--- src/rtl/des_feistel_core.sv ---
// Iterative DES Feistel engine between IP and FP: NUM_ROUNDS rounds, UNROLL rounds per clock,
// subkeys fetched from an external schedule via key_idx, valid/ready on both sides.
module des_feistel_core #(
    parameter int NUM_ROUNDS = 16,
    parameter int UNROLL     = 1,
    parameter int IDX_W      = 4
) (
    input  logic                    clk,
    input  logic                    rst,
    input  logic                    in_valid,
    output logic                    in_ready,
    input  logic                    in_decrypt,
    input  logic [31:0]             in_L,
    input  logic [31:0]             in_R,
    output logic [IDX_W-1:0]        key_idx,
    input  logic [48*UNROLL-1:0]    subkey,
    output logic                    out_valid,
    input  logic                    out_ready,
    output logic [31:0]             out_L,
    output logic [31:0]             out_R,
    output logic                    busy
);

    if ((NUM_ROUNDS % UNROLL) != 0) begin : g_bad_unroll
        $error("des_feistel_core: NUM_ROUNDS must be a multiple of UNROLL");
    end

    // S-box i, entry 0 in the top nibble; entry index = {b1, b6, b2..b5}
    localparam logic [255:0] SBOX [8] = '{
        256'hE4D12FB83A6C59070F74E2D1A6CB953841E8D62BFC973A50FC8249175B3EA06D,
        256'hF18E6B34972DC05A3D47F28EC01A69B50E7BA4D158C6932FD8A13F42B67C05E9,
        256'hA09E63F51DC7B428D709346A285ECBF1D6498F30B12C5AE71AD069874FE3B52C,
        256'h7DE3069A1285BC4FD8B56F03472C1AE9A690CB7DF13E52843F06A1D8945BC72E,
        256'h2C417AB6853FD0E9EB2C47D150FA3986421BAD78F9C5630EB8C71E2D6F09A453,
        256'hC1AF92680D34E75BAF427C9561DE0B389EF528C3704A1DB6432C95FABE17608D,
        256'h4B2EF08D3C975A61D0B7491AE35C2F8614BDC37EAF6805926BD814A7950FE23C,
        256'hD2846FB1A93E50C71FD8A374C56B0E927B419CE206ADF35821E74A8DFC90356B
    };

    localparam logic [IDX_W:0]   STEP     = (IDX_W+1)'(UNROLL);
    localparam logic [IDX_W:0]   NR       = (IDX_W+1)'(NUM_ROUNDS);
    localparam logic [IDX_W-1:0] LAST_IDX = IDX_W'(NUM_ROUNDS - 1);

    typedef enum logic [1:0] {IDLE, RUN, DONE} state_t;

    state_t           state, state_nxt;
    logic [IDX_W:0]   cnt;
    logic [IDX_W:0]   cnt_nxt;
    logic             last;
    logic [31:0]      l_q, r_q;
    logic             dir_q;
    logic [31:0]      l_new, r_new;

    for (genvar j = 0; j < UNROLL; j++) begin : g_round
        logic [31:0] l_i, r_i, l_o, r_o, s_out, f_out;
        logic [47:0] x;

        if (j == 0) begin : g_src
            assign l_i = l_q;
            assign r_i = r_q;
        end else begin : g_src
            assign l_i = g_round[j-1].l_o;
            assign r_i = g_round[j-1].r_o;
        end

        // E expansion of R (DES bit 1 = MSB), mixed with this slot's subkey
        assign x = {r_i[0], r_i[31:27], r_i[28:23], r_i[24:19], r_i[20:15],
                    r_i[16:11], r_i[12:7], r_i[8:3], r_i[4:0], r_i[31]} ^ subkey[48*j +: 48];

        for (genvar i = 0; i < 8; i++) begin : g_sbox
            logic [5:0] b;
            assign b = x[47-6*i -: 6];
            assign s_out[31-4*i -: 4] = SBOX[i][8'd255 - {b[5], b[0], b[4:1], 2'b00} -: 4];
        end

        assign f_out = {s_out[16], s_out[25], s_out[12], s_out[11], s_out[3],  s_out[20], s_out[4],  s_out[15],
                        s_out[31], s_out[17], s_out[9],  s_out[6],  s_out[27], s_out[14], s_out[1],  s_out[22],
                        s_out[30], s_out[24], s_out[8],  s_out[18], s_out[0],  s_out[5],  s_out[29], s_out[23],
                        s_out[13], s_out[19], s_out[2],  s_out[26], s_out[10], s_out[21], s_out[28], s_out[7]};

        assign l_o = r_i;
        assign r_o = l_i ^ f_out;
    end

    assign l_new   = g_round[UNROLL-1].l_o;
    assign r_new   = g_round[UNROLL-1].r_o;
    assign cnt_nxt = cnt + STEP;
    assign last    = (cnt_nxt == NR);

    assign key_idx = (state != RUN) ? '0 :
                     dir_q          ? LAST_IDX - cnt[IDX_W-1:0] : cnt[IDX_W-1:0];

    always_ff @(posedge clk) begin
        if (rst) begin
            state <= IDLE;
            cnt   <= '0;
            l_q   <= '0;
            r_q   <= '0;
            dir_q <= 1'b0;
            out_L <= '0;
            out_R <= '0;
        end else begin
            state <= state_nxt;
            case (state)
                IDLE: begin
                    if (in_valid) begin
                        l_q   <= in_L;
                        r_q   <= in_R;
                        dir_q <= in_decrypt;
                        cnt   <= '0;
                    end
                end
                RUN: begin
                    l_q <= l_new;
                    r_q <= r_new;
                    cnt <= cnt_nxt;
                    // final swap folded into the output register
                    if (last) begin
                        out_L <= r_new;
                        out_R <= l_new;
                    end
                end
                default: ;
            endcase
        end
    end

    always_comb begin
        state_nxt = state;
        in_ready  = 1'b0;
        busy      = 1'b0;
        out_valid = 1'b0;
        case (state)
            IDLE: begin
                in_ready = !rst;
                if (in_valid) state_nxt = RUN;
            end
            RUN: begin
                busy = 1'b1;
                if (last) state_nxt = DONE;
            end
            DONE: begin
                out_valid = 1'b1;
                if (out_ready) state_nxt = IDLE;
            end
            default: state_nxt = IDLE;
        endcase
    end

endmodule

--- config.mk ---
export PLATFORM = sky130hd
export DESIGN_NAME = des_feistel_core
export DESIGN_NICKNAME = d
export VERILOG_FILES = /design/src/rtl/des_feistel_core.sv
export SDC_FILE = /design/constraint.sdc
export NUM_CORES = 1
export LEC_CHECK = 0
export CAP_MARGIN = 30
export CORE_ASPECT_RATIO = 0.8
export CORE_MARGIN = 4
export CORE_UTILIZATION = 54
export CTS_CLUSTER_SIZE = 40
export DETAILED_ROUTE_END_ITERATION = 8
export DONT_BUFFER_PORTS = 1
export PLACE_DENSITY_LB_ADDON = 0.15
export SLEW_MARGIN = 20
export SYNTH_ARGS = -nofsm -noshare
export SYNTH_HDL_FRONTEND = slang
export SYNTH_SLANG_ARGS = --single-unit
--- constraint.sdc ---
create_clock -name clk -period 4 [get_ports clk]
set_input_delay 0 -clock clk [delete_from_list [all_inputs] [get_ports clk]]
set_output_delay 0 -clock clk [all_outputs]
set_load 0.02 [all_outputs]
==> results of run 1 <==
==> kinds of logic after synthesis <==
kind of cell	count (synthesis)	share of synthesized area
AOI/OAI and AO/OA	368	0.225
DFF	136	0.244
muxes	75	0.102
adders and majority gates	64	0.0716
xor gates and xnor gates	135	0.119
and+or+nand+nor	470	0.182
buffers and inverters	155	0.0561
==> area by class of cell <==
class                   instances  area, um2  area share
inverters                      43        161      0.0127
clock inverters                13        193      0.0152
flip-flops and latches        136       2720       0.215
clock buffers                  19        443      0.0350
multi-input cells            1112       7830       0.618
well taps                     264        330      0.0261
repair buffers                105        986      0.0779
==> sequential cells by signal, summed over array words and instances (netlist names) <==
signal and flops:
cnt 5, dir_q 1, g_round.l_i 32, g_round.l_o 32
out_L 32, out_R 32, state 2
==> cells in the final DEF, fill, tap and decap left out, types with 6 or more instances in the layout <==
cell,synthesis,final
nor3_1,50,50
mux2i_1,37,37
o311ai_0,6,6
nor2_1,120,119
nand4_1,6,6
a211o_1,6,6
dfxtp_1,136,136
o22ai_1,15,15
mux2_2,6,6
o211ai_1,20,20
nand2_1,215,214
a31oi_1,19,19
o221ai_1,10,10
xor2_1,45,45
inv_1,38,37
dlygate4sd3_1,0,65
o21ai_0,52,52
buf_4,1,35
and3_1,8,8
a211oi_1,33,33
o31ai_1,6,6
xnor2_1,72,71
a22oi_1,8,8
xor2_2,11,11
o21ai_1,11,11
ha_1,63,63
a2111oi_0,8,8
a21oi_1,85,85
clkbuf_16,0,17
xnor2_2,6,7
and4_1,7,7
nand3_1,33,33
mux4_2,30,30
a311oi_1,44,44
==> cells in the mapped netlist, types with 19 or more instances <==
master | count | area share
nand2_1 | 215 | 0.072
a211oi_1 | 33 | 0.022
nor3_1 | 50 | 0.022
a311oi_1 | 44 | 0.035
mux2i_1 | 37 | 0.033
mux4_2 | 30 | 0.061
inv_1 | 38 | 0.013
ha_1 | 63 | 0.071
buf_2 | 26 | 0.012
nand3_1 | 33 | 0.015
a21oi_1 | 85 | 0.038
dfxtp_1 | 136 | 0.24
xnor2_1 | 72 | 0.057
nor2_1 | 120 | 0.040
o211ai_1 | 20 | 0.013
o21ai_0 | 52 | 0.023
clkbuf_1 | 80 | 0.027
xor2_1 | 45 | 0.035
a31oi_1 | 19 | 0.011
==> path summary, 6_finish.rpt <==
kind,end,start,slack (ns),cells after the start
worst max-delay path,out_L[29],g_round[0].l_o[12],0.63,10
worst min-delay path,out_R[0],rst,0.01,2
worst max register to register,out_L[29],g_round[0].l_o[12],0.63,10
worst min register to register,g_round[0].l_i[18],g_round[0].l_i[18],0.51,2
==> stage by stage <==
stage,cells,area (um2)
after detailed placement,1591,11300
after floorplan,1403,11200
final,1692,12700
after CTS,1689,12600
after global placement,1591,11300
after global routing,1692,12700
==> layer usage <==
layer	global-route usage	up-vias	share of wire
met2	0.460	488	0.45
met4	0.0685	2	0.015
met3	0.0887	44	0.11
met5	0	-	0.00036
met1	0.434	5087	0.43
li1	-	5091	-
==> worst reg2reg max path: stages, from the launching register on <==
cell and delay, ns:
dfxtp_1 0.49, xor2_1 0.65, inv_1 0.30, ha_1 0.31
nor2_1 0.25, mux4_2 0.28, inv_1 0.03, mux4_2 0.49
xnor2_1 0.21, nor2_1 0.07, o21a_1 0.19
==> power by group <==
group	switching, W	internal [W]
Combinational	0.00184	0.00139
Clock	0.000662	0.00107
Sequential	0.000184	0.00144
==> timing repair <==
action | 4_1_cts | 5_1_grt
resized for setup | 0 | 0
endpoints found under the hold margin | 119 | 0
hold buffers | 66 | 0
==> impl_metrics.py, run 1 <==
metrics = {
    "clock_tree": {
        "cts_sinks": 136,
        "clock_latency_ns": 0.43,
        "cts_buffer_depth": 2,
        "root_buffer": "clkbuf_16",
        "cts_setup_buffers": 0,
        "cts_tree": "built",
        "cts_buffers": 17,
        "clkTransAtPathRegs_ns": 0.06,
        "htree_levels": 4,
    },
    "detailed_routing": {
        "drt-pass1-iter-count": 5,
        "vias": 10700,
        "drt_first_iter_violations": 1083,
        "drcViolationCount": 0,
        "wire_per_inst_um": 21.3,
        "ant_nets": 0,
        "totalWireLength_um": 36000,
        "via_per_inst": 6.33,
    },
    "yosys": {
        "synth_edf_count": 0,
        "yosysSeqAreaShare": 0.244,
        "yosys_register_bits": 136,
        "async_flop_share": 0,
        "synth_cells": 1403,
        "syn_nets": 1583,
        "yosys_warnings": 0,
        "postSynthAreaPerCell_um2": 7.95,
        "yosysUniqueCellTypes": 73,
        "netlist_area_um2": 11200,
        "ys.flop_type": "dfxtp_1",
    },
    "place": {
        "routabilityCongestion": 0.958,
        "port_buffers": 0,
        "preCtsSetupSlack_ns": 0.635,
        "dpl.hpwl_um": 25200,
    },
    "floorplanning": {
        "die_h_um": 137,
        "core-area_um2": 20100,
        "dieArea_um2": 23000,
        "io_pins": 188,
        "initial_core_util": 0.555,
        "rows": 46,
        "die_w_um": 169,
    },
    "finish": {
        "finish.utilization": 0.630,
        "drive_gt1_frac": 0.100,
        "nNetsFinal": 1595,
        "fillerInstances": 1725,
        "diodes": 0,
        "areaGrowthSynthToFinish_pct": 13.5,
    },
    "outcome": {
        "status": "finished clean",
    },
    "setup_path": {
        "cp_max_fo": 11,
        "cp_num_buf_inv": 2,
        "crit_arrival_ns": 3.69,
        "crit_slowest_cell": "xor2_1",
        "critPathKind": "reg2reg",
        "cp-start-kind": "flop",
        "cp_top_family": "XOR/XNOR gates",
        "crit_chain": "xor2_1, inv_1, ha_1, nor2_1, mux4_2, inv_1, mux4_2, xnor2_1, nor2_1, o21a_1",
        "endpoint_kind": "flop",
        "worstPathRequired_ns": 4.32,
        "slowest_delay_ns": 0.65,
    },
    "sta": {
        "hold_violations": 0,
        "setup-violations-final": 0,
        "clock_skew_ns": 0.0110,
        "slew_headroom": 0.385,
        "tightest_slew_ns": 0.916,
        "final.min_clock_period_ns": 3.37,
        "period_share": 0.844,
        "setup-tns-final_ns": 0,
        "rsz0062_at_grt": "no",
        "timing.hold.ws_ns": 0.0118,
        "max_freq_mhz": 296,
        "fin_ws_ns": 0.626,
        "slew_violations": 0,
    },
    "global_route": {
        "overflow": 0,
        "antenna_found_initial": 1,
        "grt_usage": 0.305,
        "grt_max_degree": 111,
        "grt_first_pass_wirelength_um": 56000,
        "grt_pass1_vias": 9766,
    },
    "power_and_ir_drop": {
        "power_w": 0.00658,
        "vdd_drop_max_mv": 0.311,
        "power_density_nw_per_um2": 520,
        "leakage_nw": 4.86,
    },
    "min_path": {
        "hp-class": "in2reg",
    },
    "job": {
        "maxCapViolCount": 0,
    },
}
No activity file was read; power rests on OpenSTA's default activity.
==> run 2: changes to the inputs <==
==> constraint.sdc (replaced) <==
create_clock -name clk -period 3.3 [get_ports clk]
set_input_delay 0 -clock clk [delete_from_list [all_inputs] [get_ports clk]]
set_output_delay 0 -clock clk [all_outputs]
set_load 0.02 [all_outputs]
==> run 2 against run 1 <==
  * Highest routed layer is now met4
  * Sequential share of layout area down 0.46 points
  * Clock power up 15%
  * Via count up 3.0%
  * Count of clock-buffer cells in the layout up 1
  * Design area up 2.2%
  * Sequential cell count unchanged
  * Core utilization up 1.4 points
==> impl_metrics.py, run 2 (synthesis gave the netlist of run 1 again) <==
metrics = {
    "outcome": {
        "status": "finished clean",
    },
    "power_and_ir_drop": {
        "leakage_nw": 5.03,
        "power_w": 0.00806,
        "power_density_nw_per_um2": 623,
        "vdd_drop_max_mv": 0.312,
    },
    "setup_path": {
        "critPathKind": "reg2reg",
        "cp_max_fo": 10,
        "crit_arrival_ns": 3.33,
        "endpoint_kind": "flop",
        "cp-start-kind": "flop",
        "worstPathRequired_ns": 3.62,
    },
    "floorplanning": {
        "initial_core_util": 0.555,
        "die_w_um": 169,
        "rows": 46,
        "dieArea_um2": 23000,
        "io_pins": 188,
        "core-area_um2": 20100,
        "die_h_um": 137,
    },
    "global_route": {
        "antenna_found_initial": 2,
        "grt_pass1_vias": 10200,
        "grt_max_degree": 111,
        "grt_first_pass_wirelength_um": 58100,
        "grt_usage": 0.320,
        "overflow": 0,
    },
    "detailed_routing": {
        "via_per_inst": 6.36,
        "wire_per_inst_um": 21.6,
        "drt-pass1-iter-count": 7,
        "drcViolationCount": 0,
        "totalWireLength_um": 37500,
        "vias": 11000,
        "drt_first_iter_violations": 1246,
        "ant_nets": 0,
    },
    "finish": {
        "design_area_um2": 12900,
        "areaGrowthSynthToFinish_pct": 16.0,
        "final_cell_mix": "nand2_1 (214), dfxtp_1 (136), nor2_1 (119)",
        "layout_commonest_cell": "nand2_1",
        "drive_gt1_frac": 0.125,
        "nNetsFinal": 1635,
    },
    "clock_tree": {
        "cts_buffer_depth": 2,
        "clkTransAtPathRegs_ns": 0.07,
        "cts_sinks": 136,
        "cts_tree": "built",
        "cts_buffers": 17,
        "cts_setup_buffers": 0,
        "root_buffer": "clkbuf_16",
        "htree_levels": 4,
        "clock_latency_ns": 0.44,
    },
    "job": {
        "maxCapViolCount": 0,
    },
    "sta": {
        "clock_skew_ns": 0.0128,
        "slew_headroom": 0.398,
        "tightest_slew_ns": 0.900,
        "slew_violations": 0,
        "rsz0062_at_grt": "no",
        "final.min_clock_period_ns": 3.00,
        "max_freq_mhz": 333,
        "setup-violations-final": 0,
        "period_share": 0.910,
        "hold_violations": 0,
        "setup-tns-final_ns": 0,
    },
    "min_path": {
        "hp-class": "in2reg",
    },
    "place": {
        "dpl.hpwl_um": 26800,
        "port_buffers": 0,
        "placed_cell_area_um2": 11600,
        "routabilityCongestion": 0.976,
    },
}
## run 2: cell types whose count changed in the layout (fill, tap and decap cells not counted), moves of 2 or more
cell and change:
bufinv_16 -2, clkbuf_2 +2, diode_2 +2, buf_4 +37, dlygate4sd3_1 +2, clkbuf_8 +2
## run 2: worst paths after layout
| check | start | end | slack, ns | cells after the start |
|---|---|---|---|---|
| hold / removal | subkey[41] | g_round[0].l_o[19] | 0.07 | 4 |
| hold reg to reg | g_round[0].l_i[13] | g_round[0].l_i[13] | 0.51 | 2 |
| setup reg to reg | g_round[0].l_o[16] | out_L[22] | 0.30 | 8 |
| setup / recovery | g_round[0].l_o[16] | out_L[22] | 0.30 | 8 |
## run 2: final cells by class
type / instances / area (um2)
diodes: 2 / 5.00
clock buffers: 20 / 467
clock inverters: 12 / 140
fillers: 1755 / 7150
inverters: 43 / 161
multi-input cells: 1112 / 7830
flip-flops and latches: 136 / 2720
well taps: 264 / 330
repair buffers: 145 / 1280
## run 2: repair_timing
action	4_1_cts	5_1_grt
gates resized for setup	0	0
hold buffers	68	0
hold endpoints to repair	119	0
## run 2: critical path, stage by stage, from the launching register on
cell,delay (ns)
dfxtp_1,0.47
xor2_1,0.61
ha_1,0.47
mux4_2,0.50
nand2_1,0.08
o41ai_1,0.11
mux2_1,0.37
nor3_1,0.20
nor2_1,0.08
## run 2: per-stage QoR
step                       util  setup slack [ns]  instances  hold WS [ns]
after floorplan               -             0.455       1403         0.136
after global placement    0.577             0.456       1628        0.0787
after detailed placement  0.577             0.385       1628        0.0790
after CTS                 0.642             0.337       1728        0.0531
after global routing      0.644            0.0733       1733        0.0955
final                     0.644             0.296       1734        0.0682
## run 2: metal layers
| metal | part of all wire | vias to the layer above | GRT usage |
|---|---|---|---|
| met3 | 0.11 | 43 | 0.102 |
| met1 | 0.44 | 5296 | 0.451 |
| met5 | 0 | - | 0 |
| li1 | - | 5169 | - |
| met4 | 0.019 | 0 | 0.0766 |
| met2 | 0.44 | 525 | 0.478 |
## run 2: report_power, final
group / switching [W] / internal [W]
sequential: 0.000184 / 0.00175
combinational: 0.00234 / 0.00180
clock: 0.000808 / 0.00118
